--- src/rtl/instr_mem_loader_pkg.sv ---
// Shared types and constants for the boot-time instruction memory loader.
// Frame layout: sync byte, 16-bit little-endian word count, data bytes, XOR checksum.
package loader_pkg;

    localparam int         WC_W      = 16;
    localparam logic [7:0] SYNC_BYTE = 8'hA5;

    typedef enum logic [2:0] {
        ST_IDLE,
        ST_LEN_LO,
        ST_LEN_HI,
        ST_DATA,
        ST_CSUM,
        ST_DONE,
        ST_ERROR
    } state_t;

endpackage

--- src/rtl/instr_mem_loader_word_assembler.sv ---
// Collects four stream bytes into a little-endian 32-bit word; the complete
// pulse and the word are combinational so the parent can register them once.
module word_assembler
    import loader_pkg::*;
(
    input  logic        clk,
    input  logic        reset,
    input  logic        i_clear,
    input  logic        i_byte_en,
    input  logic [7:0]  i_byte,
    output logic        o_complete,
    output logic [31:0] o_word
);

    logic [23:0] r_shift;
    logic [1:0]  r_cnt;

    // The first byte of a word drifts down to [7:0] as later bytes arrive.
    assign o_complete = i_byte_en && (r_cnt == 2'd3);
    assign o_word     = {i_byte, r_shift};

    always_ff @(posedge clk) begin
        if (reset || i_clear) begin
            r_shift <= '0;
            r_cnt   <= '0;
        end else if (i_byte_en) begin
            r_shift <= {i_byte, r_shift[23:8]};
            r_cnt   <= r_cnt + 2'd1;
        end
    end

endmodule

--- src/rtl/instr_mem_loader.sv ---
// Boot loader: parses a framed byte stream, writes 32-bit words into the
// instruction memory and holds the core in reset until the checksum matches.
module instr_mem_loader
    import loader_pkg::*;
#(
    parameter logic [63:0] BASE_ADDR = 64'h0,
    parameter int          MAX_WORDS = 16
) (
    input  logic        clk,
    input  logic        reset,
    input  logic [7:0]  in_data,
    input  logic        in_valid,
    output logic        in_ready,
    output logic        wr_en,
    output logic [63:0] wr_addr,
    output logic [31:0] wr_data,
    output logic        hold_cpu,
    output logic        done,
    output logic        error
);

    localparam logic [WC_W:0]   LP_MAX = (WC_W + 1)'(MAX_WORDS);
    localparam logic [WC_W-1:0] LP_ONE = WC_W'(1);

    state_t            r_state;
    state_t            w_state_nx;
    logic              r_in_ready;
    logic              r_wr_en;
    logic [63:0]       r_wr_addr;
    logic [31:0]       r_wr_data;
    logic              r_hold_cpu;
    logic              r_done;
    logic              r_error;
    logic [7:0]        r_acc;
    logic [7:0]        r_len_lo;
    logic [WC_W-1:0]   r_len;
    logic [WC_W-1:0]   r_word_idx;

    logic              w_fire;
    logic              w_is_sync;
    logic              w_frame_start;
    logic              w_byte_en;
    logic              w_complete;
    logic [31:0]       w_word;
    logic [WC_W-1:0]   w_len;
    logic              w_in_hdr_data;

    assign w_fire        = in_valid && r_in_ready;
    assign w_is_sync     = (in_data == SYNC_BYTE);
    assign w_len         = {in_data, r_len_lo};
    assign w_frame_start = w_fire && w_is_sync &&
                           (r_state == ST_IDLE || r_state == ST_DONE || r_state == ST_ERROR);
    assign w_byte_en     = w_fire && (r_state == ST_DATA);
    assign w_in_hdr_data = (r_state == ST_LEN_LO) || (r_state == ST_LEN_HI) ||
                           (r_state == ST_DATA);

    word_assembler u_asm (
        .clk        (clk),
        .reset      (reset),
        .i_clear    (w_frame_start),
        .i_byte_en  (w_byte_en),
        .i_byte     (in_data),
        .o_complete (w_complete),
        .o_word     (w_word)
    );

    always_ff @(posedge clk) begin
        if (reset) r_state <= ST_IDLE;
        else       r_state <= w_state_nx;
    end

    always_comb begin
        w_state_nx = r_state;
        if (w_fire) begin
            case (r_state)
                ST_IDLE, ST_DONE, ST_ERROR: if (w_is_sync) w_state_nx = ST_LEN_LO;
                ST_LEN_LO: w_state_nx = ST_LEN_HI;
                ST_LEN_HI: begin
                    if ({1'b0, w_len} > LP_MAX) w_state_nx = ST_ERROR;
                    else if (w_len == '0)       w_state_nx = ST_CSUM;
                    else                        w_state_nx = ST_DATA;
                end
                ST_DATA: if (w_complete && (r_word_idx == r_len - LP_ONE)) w_state_nx = ST_CSUM;
                ST_CSUM: w_state_nx = (in_data == r_acc) ? ST_DONE : ST_ERROR;
                default: w_state_nx = ST_IDLE;
            endcase
        end
    end

    // Status flags follow the next state so they change together with it.
    always_ff @(posedge clk) begin
        if (reset) begin
            r_in_ready <= 1'b0;
            r_wr_en    <= 1'b0;
            r_wr_addr  <= '0;
            r_wr_data  <= '0;
            r_hold_cpu <= 1'b1;
            r_done     <= 1'b0;
            r_error    <= 1'b0;
            r_acc      <= '0;
            r_len_lo   <= '0;
            r_len      <= '0;
            r_word_idx <= '0;
        end else begin
            r_in_ready <= 1'b1;
            r_wr_en    <= w_complete;
            r_hold_cpu <= (w_state_nx != ST_DONE);
            r_done     <= (w_state_nx == ST_DONE);
            r_error    <= (w_state_nx == ST_ERROR);

            if (w_complete) begin
                r_wr_addr  <= BASE_ADDR + {{(62 - WC_W){1'b0}}, r_word_idx, 2'b00};
                r_wr_data  <= w_word;
                r_word_idx <= r_word_idx + LP_ONE;
            end

            if (w_frame_start)
                r_acc <= '0;
            else if (w_fire && w_in_hdr_data)
                r_acc <= r_acc ^ in_data;

            if (w_fire && r_state == ST_LEN_LO)
                r_len_lo <= in_data;

            if (w_fire && r_state == ST_LEN_HI) begin
                r_len      <= w_len;
                r_word_idx <= '0;
            end
        end
    end

    assign in_ready = r_in_ready;
    assign wr_en    = r_wr_en;
    assign wr_addr  = r_wr_addr;
    assign wr_data  = r_wr_data;
    assign hold_cpu = r_hold_cpu;
    assign done     = r_done;
    assign error    = r_error;

endmodule

--- config.mk ---
export PLATFORM = sky130hd
export DESIGN_NAME = instr_mem_loader
export DESIGN_NICKNAME = d
export VERILOG_FILES = /design/src/rtl/instr_mem_loader_pkg.sv /design/src/rtl/instr_mem_loader_word_assembler.sv /design/src/rtl/instr_mem_loader.sv
export SDC_FILE = /design/constraint.sdc
export NUM_CORES = 1
export LEC_CHECK = 0
export CAP_MARGIN = 20
export CORE_MARGIN = 5
export CORE_UTILIZATION = 54
export DETAILED_ROUTE_END_ITERATION = 6
export GPL_TIMING_DRIVEN = 0
export PLACE_DENSITY_LB_ADDON = 0.3
export SLEW_MARGIN = 0
export SYNTH_ARGS = -nofsm -noshare
export SYNTH_HDL_FRONTEND = slang
export SYNTH_HIERARCHICAL = 1
export SYNTH_SLANG_ARGS = --single-unit
--- constraint.sdc ---
create_clock -name clk -period 5.1 [get_ports clk]
set_input_delay 1.02 -clock clk [delete_from_list [all_inputs] [get_ports clk]]
set_output_delay 1.02 -clock clk [all_outputs]
set_load 0.02 [all_outputs]
==> results of run 1 <==
-- state kept, by name (all words and copies together), names as in the netlist --
name and flops:
done 1, error 1, hold_cpu 1, in_ready 1, r_acc 8, r_len 16
r_len_lo 8, r_state 3, r_word_idx 16, u_asm/r_cnt 2, u_asm/r_shift 24, wr_addr 16
wr_data 32, wr_en 1
-- synthesized netlist by cell type (2+ instances only) --
library cell / instances
nor3b_1: 2
a31oi_1: 3
nor4b_1: 4
mux2i_1: 82
nor3_1: 5
buf_6: 5
nor4_1: 6
buf_1: 6
buf_8: 2
nand3_1: 11
nand4_1: 9
buf_4: 56
and3_1: 2
xor2_1: 21
nand2_1: 52
o211a_1: 2
ha_1: 3
nor2b_1: 2
dfxtp_1: 130
or3_1: 6
or3b_1: 2
xnor2_1: 29
clkbuf_1: 25
inv_1: 7
nor2_1: 122
a21oi_1: 21
or4_1: 6
o21ai_0: 10
-- worst max path at each step --
stage                     cells after the start  slack (ns)             end  startpoint
after floorplan                              13        1.80  r_word_idx[15]    in_valid
after global placement                       14        0.69  r_word_idx[15]    in_valid
after detailed placement                     14        0.67  r_word_idx[15]    in_valid
after CTS                                    14        1.18  r_word_idx[15]    in_valid
after global routing                         14        0.96  r_word_idx[15]    in_valid
final                                        14        1.14  r_word_idx[15]    in_valid
-- metal layers --
| layer | part of all wire (%) | vias up |
|---|---|---|
| met1 | 41 | 2241 |
| li1 | - | 2359 |
| met2 | 51 | 148 |
| met5 | 0 | - |
| met4 | 2.1 | 0 |
| met3 | 5.8 | 24 |
-- area by class of cell --
| type | count | area share, % |
|---|---|---|
| clock inverters | 9 | 1.10 |
| flip-flops and latches | 130 | 34.6 |
| well taps | 140 | 2.33 |
| inverters | 7 | 0.349 |
| plain buffers | 95 | 8.35 |
| clock buffers | 22 | 6.16 |
| repair buffers | 64 | 8.45 |
| multi-input cells | 473 | 38.7 |
-- worst min-delay path, stage by stage (launching register included) --
cell     delay (ns)
dfxtp_1        0.32
nand2_1        0.06
a21oi_1        0.05
-- per-stage QoR --
| step | cell area, um2 | power (mW) |
|---|---|---|
| detailed placement | 6970 | 1.17 |
| CTS | 7510 | 2.26 |
| finish | 7520 | 2.25 |
| global route | 7520 | 2.32 |
| global placement | 6970 | 1.16 |
| floorplan | 6160 | 1.13 |
-- report_power, final --
group	switching (mW)	internal, mW	total [mW]
logic	0.0789	0.0486	0.128
registers	0.00145	1.02	1.02
clock network	0.425	0.679	1.10
total	0.505	1.75	2.25
-- kinds of logic after synthesis --
group	Yosys count
compound gates	50
simple gates	239
xor+xnor	50
buf+inv	102
flops	130
mux	82
other cells	1
fa+ha+maj	4
==> flow_metrics.tcl, run 1 <==
set metrics [dict create \
    outcome "completed" \
    seq_area_um2 2600 \
    irDropWorstVdd_uv 305 \
    timing.reg2reg.worst_path_depth 13 \
    grt_use_met2_pct 39.3 \
    port_buffers 63 \
    antenna-diode-count 0 \
    dr_total_vias 4772 \
    worst_ep_required_time_ns 5.49 \
    syn_inst 658 \
    synth_sequential_area_ratio_pct 43.5 \
    num_io_pins 112 \
    crit_family "simple AND/OR/NAND/NOR gates" \
    critPathBufInv 5 \
    timing.rr.end "r_word_idx[15]" \
    initial_utilization_pct 55.2 \
    synth.mux.area_fraction_pct 13.7 \
    area_occupied_by_multi_input_gates_um2 2910 \
    critPathArrivalTime_ns 4.35 \
    drt_pre_antenna_iters 4 \
    layout_common_cells "130 x dfxtp_1, 122 x nor2_1, 82 x mux2i_1" \
    p_leak_nw 2.78 \
    cp-start-kind "primary input" \
    worstMarginPinSlew_ns 0.841 \
    largest_net_degree_at_the_start_of_global_routing 17 \
    layout_commonest_cell "dfxtp_1" \
    ctsLongestPathBuffers 2 \
    crit-reg2reg-launch "r_state[1]" \
    post-dp-hpwl_mm 10.1 \
    finalHoldViolations 0 \
    drive_gt1_share_pct 12.5 \
    synth_compound_gate_area_share_pct 5.35 \
    power.density_cell_area_nw_per_um2 299 \
    viasPerCell 5.08 \
    cts_resized 0 \
    detailedRoute.firstIterationViolations 278 \
    worst_slew_margin_rel_pct 43.9 \
    globalRouteMet3Util_pct 6.47 \
    ctsHtreeMaxLevel 4 \
    yosysTopAreaCellShare_pct 43.5 \
    place_ws_ns 0.673 \
    core_area_um2 10800 \
    postSynthRegisterBits 130 \
    minimum_setup_slack_among_reg_to_reg_paths_ns 1.55 \
    numCtsBuffers 17 \
    grt_most_used_layer "met2" \
    synthSimpleGateAreaFrac_pct 18.4 \
    final_setup_violation_count 0 \
    postLayoutSetupSlackWorst_ns 1.14 \
    final.fill_count 834 \
    die_x_um 115 \
    slew_violations 0 \
    dominant_combinational_cell_family_by_area_after_synthesis "simple AND/OR/NAND/NOR gates" \
    die_area_um2 13300 \
    timing.critical_path.to_type "flip-flop" \
    tritoncts "done" \
    cts.repair_timing.setup_buffer_count 0 \
    whs_endpoint "r_len[15]" \
    worst_path_cell_chain "clkdlybuf4s50_1 -> nand2_1 -> clkbuf_1 -> nor2_1 -> buf_6 -> buf_6 -> and2_1 -> clkbuf_1 -> nand4_1 -> nor2_1 -> and4_1 -> nor3b_1 -> xnor2_1 -> nor2_1" \
    period_minus_slack_ns 3.96 \
    postCtsHoldBufs 0 \
    ctsRootBufferMaster "clkbuf_8" \
    fmax_mhz 253 \
    synth_edf_count 0 \
    post_layout_nonfiller_instances 940 \
    grt_overflow_total 0 \
    detail_route.drc_violations 0 \
    numPlacedInstances 908 \
    cp_common_cell "nor2_1" \
    fin_util_pct 69.4 \
    crit_path_max_fanout 10 \
    rsz0062_at_grt "false" \
    synth_area_leader_cell "dfxtp_1" \
    grt_pass1_wl_mm 23.0 \
    hold_ws_ns 0.474 \
    asyncSetResetFlopFracSynth_pct 0 \
    worstHoldPathCells 2 \
    antenna_found_initial 0 \
    syn_area_um2 5990 \
    post_synth_fa_ha_maj_area_fraction_pct 0.794 \
    yosys-top-cells-area "dfxtp_1 43%, mux2i_1 14%, nor2_1 7.6%, buf_4 7.0%, xnor2_1 4.2%" \
    global_route.usage.total_pct 21.9 \
    route.antenna.remaining_nets 0 \
    cell_variety_after_synth 55 \
    numClockSinks 130 \
    drt-wirelength-per-cell_um 15.0 \
    num_rows 38 \
    synth_warnings 6 \
    synthesis.area_per_instance_um2 9.10 \
    final.setup.tns_ns 0 \
    path_clk_slew_ns 0.05 \
    critical_path.slowest_cell "clkdlybuf4s50_1" \
    min_path_type "reg2reg" \
    fp.dieH_um 115 \
    critPathMaxStageDelay_ns 0.50 \
    grt_pass1_vias 4774 \
    fin_crit_sh_pct 77.6 \
    yosys_most_used_dff "dfxtp_1" \
    routabilityCongestion 0.893 \
    max_cap_viol_count 0 \
    synth-xor-area-share_pct 7.31 \
    min-delay-start "r_len[15]" \
    worst_skew_pair.late_latency_ns 0.52 \
    critPathKind "in2reg" \
    groute.layer.met1.usage_pct 24.7 \
    postRouteWirelength_mm 14.1 \
    layout.nets 802 \
    finClkSkew_ns 0.00658 \
    areaGrowthSynthToFinish_pct 25.6 \
]
Note: power is estimated with default switching activity, not from simulation.
==> run 2, diff against run 1 <==
- CORE_UTILIZATION: 54 -> 47
- clock period: 5.1 -> 3.55 ns (I/O delays scaled with it)
==> run 2 against run 1 <==
Compared with the run above: cell count rose by 3.6%; wire length fell by 1.2%; combinational power rose by 44%; non-clock buffer count rose by 1; first-iteration DRC count rose by 38%.
==> flow_metrics.tcl, run 2 (synthesis results as in run 1) <==
set metrics [dict create \
    whs_endpoint "r_len[0]" \
    worstHoldPathCells 2 \
    detail_route.drc_violations 0 \
    area_occupied_by_multi_input_gates_um2 2920 \
    worst_ep_required_time_ns 3.84 \
    fmax_mhz 292 \
    initial_utilization_pct 47.6 \
    drt_pre_antenna_iters 7 \
    numPlacedInstances 940 \
    crit_path_max_fanout 10 \
    tritoncts "done" \
    global_route.usage.total_pct 19.2 \
    min-delay-start "r_len_lo[0]" \
    final.setup.tns_ns 0 \
    die_area_um2 15100 \
    drt-met1-wl_mm 5.78 \
    numClockSinks 130 \
    antenna_found_initial 0 \
    flip_flop_count_of_the_largest_register_all_copies_and_words_added 32 \
    minimum_setup_slack_among_reg_to_reg_paths_ns 0.25 \
    layout_common_cells "130 x dfxtp_1, 121 x nor2_1, 82 x mux2i_1" \
    met2WireLength_mm 7.15 \
    layout.nets 803 \
    rsz0062_at_grt "false" \
    num_io_pins 112 \
    final.fill_count 1111 \
    drt-wirelength-per-cell_um 14.3 \
    num_rows 41 \
    max_cap_viol_count 0 \
    grt_pass1_wl_mm 22.6 \
    grt_pass1_vias 4691 \
    areaGrowthSynthToFinish_pct 27.4 \
    worst_skew_pair.late_latency_ns 0.42 \
    fin_crit_sh_pct 96.6 \
    antenna-diode-count 0 \
    drive_gt1_share_pct 13.3 \
    period_minus_slack_ns 3.43 \
    met3RoutedLength_um 764 \
    worst_slew_margin_rel_pct 42.3 \
    hold_ws_ns 0.487 \
    dr_total_vias 4773 \
    port_buffers 63 \
    layout_commonest_cell "dfxtp_1" \
    timing.reg2reg.worst_path_depth 13 \
    slew_violations 0 \
    numCtsBuffers 17 \
    irDropWorstVdd_uv 411 \
    cp-start-kind "primary input" \
    crit-reg2reg-launch "r_state[1]" \
    ctsRootBufferMaster "clkbuf_16" \
    post_layout_nonfiller_instances 974 \
    largest_net_degree_at_the_start_of_global_routing 17 \
    core_area_um2 12600 \
    postRouteWirelength_mm 13.9 \
    fp.dieH_um 123 \
    worstMarginPinSlew_ns 0.866 \
    postCtsHoldBufs 0 \
    finClkSkew_ns 0.0143 \
    critPathArrivalTime_ns 3.72 \
    die_x_um 123 \
    detailedRoute.firstIterationViolations 384 \
    outcome "completed" \
    power.density_cell_area_nw_per_um2 439 \
    critPathKind "in2reg" \
    ctsHtreeMaxLevel 4 \
    timing.rr.end "hold_cpu" \
    grt_overflow_total 0 \
    routabilityCongestion 0.870 \
    post-dp-hpwl_mm 10.2 \
    stdcell_area_um2 7620 \
    seq_area_um2 2600 \
    post_placement_cell_area_um2 7010 \
    min_path_type "reg2reg" \
    path_clk_slew_ns 0.06 \
    finalHoldViolations 0 \
    ctsLongestPathBuffers 2 \
    timing.critical_path.to_type "flip-flop" \
    p_leak_nw 2.79 \
    topRoutingLayerUsed "met4" \
    route.antenna.remaining_nets 0 \
    viasPerCell 4.90 \
    final_setup_violation_count 0 \
]
## run 2: metrics by stage
stage          util (%)  power [mW]  setup WS [ns]
2_1_floorplan         -        1.63          0.563
3_3_place_gp       55.8        1.67         -0.544
3_5_place_dp       55.8        1.68         -0.617
4_1_cts            60.4        3.37         0.0290
5_1_grt            60.7        3.47        0.00363
6_report           60.7        3.35          0.121
## run 2: metal layers
metal  GRT usage, %  vias up
met5              0        -
met4           6.09        0
met3           5.44       19
met2           34.2      149
met1           22.0     2242
li1               -     2363
## run 2: timing repair
item                                   4_1_cts  5_1_grt
endpoints found under the hold margin        0        0
pin swaps                                    1        1
gates cloned                                 0        0
buffers inserted                             0        1
resized for setup                            1        7
setup endpoints to repair                   10        6
## run 2: worst max-delay path by stage
stage | start | endpoint | slack, ns | cells past startpoint
global route | in_valid | hold_cpu | 0.004 | 14
CTS | in_valid | hold_cpu | 0.03 | 13
detailed placement | in_valid | r_word_idx[15] | -0.62 | 14
global placement | in_valid | r_word_idx[15] | -0.54 | 14
floorplan | in_valid | r_word_idx[15] | 0.56 | 13
finish | in_valid | hold_cpu | 0.12 | 14
## run 2: cell type report
class,instances,area share [%]
multi-input combinational,473,38.3
sequential,130,34.1
timing repair buffer,65,8.43
buffer,95,8.30
clock buffer,18,5.63
tap,172,2.82
clock inverter,14,2.03
inverter,7,0.345
## run 2: report_power, final
group | switching, mW | internal, mW | leakage, nW | total, mW
logic | 0.114 | 0.0701 | 1.48 | 0.184
clock network | 0.659 | 1.04 | 0.270 | 1.70
registers | 0.00216 | 1.46 | 1.05 | 1.46
total | 0.776 | 2.57 | 2.79 | 3.35
## run 2: worst max-delay path, stage by stage
cell and delay (ns):
clkdlybuf4s50_1 0.51, nand2_1 0.08, clkbuf_2 0.21, nor2_4 0.16, buf_6 0.18, buf_6 0.19, and2_1 0.20, nand3_1 0.08
a21oi_1 0.15, nand4_1 0.16, nor4_4 0.28, buf_4 0.18, o211a_1 0.18, or4b_1 0.44
==> run 3, diff against run 2 <==
- CELL_PAD_IN_SITES_DETAIL_PLACEMENT: not set -> 1
- CELL_PAD_IN_SITES_GLOBAL_PLACEMENT: not set -> 1
- CORE_UTILIZATION: 47 -> 36
==> run 3 against run 2 <==
Compared with the run above: clock-buffer cell count rose by 4; clock skew fell by 0.0078 ns; critical endpoint unchanged; largest cell class unchanged; global-route usage fell by 2.3 points; final area rose by 1.6%; non-clock buffer count is the same; largest power group unchanged; register-to-register slack got worse by 0.02 ns; sequential power about the same.
==> flow_metrics.tcl, run 3 (synthesis results as in run 1) <==
set metrics [dict create \
    p_leak_nw 2.83 \
    final.setup.tns_ns 0 \
    fp.dieH_um 139 \
    dr_total_vias 4797 \
    global_route.usage.total_pct 16.9 \
    power_frac_seq_pct 41.9 \
    worst_slew_margin_rel_pct 38.0 \
    worstHoldPathCells 2 \
    max_cap_viol_count 0 \
    layout.nets 803 \
    core_area_um2 16500 \
    timing.rr.end "hold_cpu" \
    whs_endpoint "r_len[1]" \
    ctsLongestPathBuffers 2 \
    critPathArrivalTime_ns 3.68 \
    rsz0062_at_grt "false" \
    comb_power_share_pct 5.4 \
    ctsRootBufferMaster "clkbuf_16" \
    minimum_setup_slack_among_reg_to_reg_paths_ns 0.23 \
    finClkSkew_ns 0.00647 \
    postRouteWirelength_mm 16.0 \
    period_minus_slack_ns 3.39 \
    routabilityCongestion 0.828 \
    num_io_pins 112 \
    fin_crit_sh_pct 95.4 \
    numCtsBuffers 17 \
    path_clk_slew_ns 0.06 \
    crit-reg2reg-launch "r_len[0]" \
    worstMarginPinSlew_ns 0.930 \
    fin_util_pct 47.0 \
    internal_power_mw 2.72 \
    detailedRoute.firstIterationViolations 179 \
    num_rows 47 \
    port_buffers 63 \
    viasPerCell 4.69 \
    grt_pass1_vias 5237 \
    irDropWorstVdd_uv 299 \
    netSwitchingFraction_pct 22.2 \
    finalHoldViolations 0 \
    timing.reg2reg.worst_path_depth 11 \
    worst_ep_required_time_ns 3.84 \
    post-dp-hpwl_mm 11.8 \
    grt_overflow_total 0 \
    cp-start-kind "primary input" \
    outcome "completed" \
    fmax_mhz 295 \
    timing.critical_path.to_type "flip-flop" \
    layout_commonest_cell "dfxtp_1" \
    critPathKind "in2reg" \
    min_path_type "reg2reg" \
    layout_common_cells "130 x dfxtp_1, 121 x nor2_1, 82 x mux2i_1" \
    antenna_found_initial 0 \
    final_setup_violation_count 0 \
    numClockSinks 130 \
    grt_pass1_wl_mm 26.5 \
    power.density_cell_area_nw_per_um2 451 \
    worst_skew_pair.late_latency_ns 0.42 \
    power.net_switching_mw 0.776 \
    min-delay-start "r_len_lo[1]" \
    antenna-diode-count 0 \
    crit_path_max_fanout 10 \
    power_frac_clock_pct 52.7 \
    slew_violations 0 \
    drive_gt1_share_pct 13.7 \
    die_x_um 139 \
    areaGrowthSynthToFinish_pct 29.3 \
    drt-wirelength-per-cell_um 15.7 \
    initial_utilization_pct 36.4 \
    ctsHtreeMaxLevel 4 \
    flip_flop_count_of_the_largest_register_all_copies_and_words_added 32 \
    detail_route.drc_violations 0 \
    tritoncts "done" \
    die_area_um2 19300 \
    drt_pre_antenna_iters 4 \
    largest_net_degree_at_the_start_of_global_routing 17 \
    route.antenna.remaining_nets 0 \
]
run 3: worst max-delay path by stage:
stage	start	slack, ns	cells past startpoint	to
after floorplan	in_valid	0.56	13	r_word_idx[15]
after global routing	in_valid	0.004	14	r_word_idx[15]
after global placement	in_valid	-0.68	14	r_word_idx[15]
after CTS	in_data[0]	0.01	8	hold_cpu
after detailed placement	in_valid	-0.75	14	r_word_idx[15]
final	in_valid	0.16	14	hold_cpu
run 3: repair_timing:
item	4_1_cts	5_1_grt
gates resized for setup	4	7
pin swaps	1	1
endpoints found under the setup margin	41	7
hold buffers	0	0
buffers inserted	1	0
run 3: layer usage:
metal	part of all wire [%]	vias to the layer above	track usage, %
met5	0	-	0
met4	2.3	0	6.85
met3	4.3	29	4.41
met2	51	99	30.0
met1	42	2306	19.2
li1	-	2363	-
run 3: stage by stage:
step / total power [mW] / hold slack, ns / setup slack, ns / area (um2) / cells
after floorplan: 1.63 / 0.439 / 0.563 / 6160 / 705
after global routing: 3.61 / 0.507 / 0.00378 / 7740 / 1022
after detailed placement: 1.68 / 0.471 / -0.754 / 7070 / 989
after CTS: 3.53 / 0.482 / 0.0102 / 7730 / 1022
final: 3.49 / 0.480 / 0.164 / 7740 / 1022
after global placement: 1.68 / 0.468 / -0.680 / 7070 / 988
run 3: critical path: stages:
cell,delay (ns)
clkdlybuf4s50_1,0.50
nand2_1,0.09
buf_2,0.20
nor2_4,0.16
buf_6,0.18
buf_6,0.19
and2_1,0.21
nand3_1,0.10
a21oi_2,0.13
nand4_1,0.16
nor4_4,0.24
buf_4,0.18
o211a_1,0.19
or4b_1,0.43
run 3: layout make-up:
class	instances	area, um2
clock inverter	10	149
fill	1923	8720
buffer	95	634
sequential	130	2600
inverter	7	26.3
multi-input combinational	473	2930
timing repair buffer	65	643
tap	220	275
clock buffer	22	484
run 3: power groups by stage:
stage,combinational (mW),sequential [mW],clock [mW]
after floorplan,0.135,1.50,0
after global placement,0.182,1.50,0
after detailed placement,0.184,1.50,0
after CTS,0.185,1.46,1.88
after global routing,0.201,1.46,1.94
final,0.188,1.46,1.84
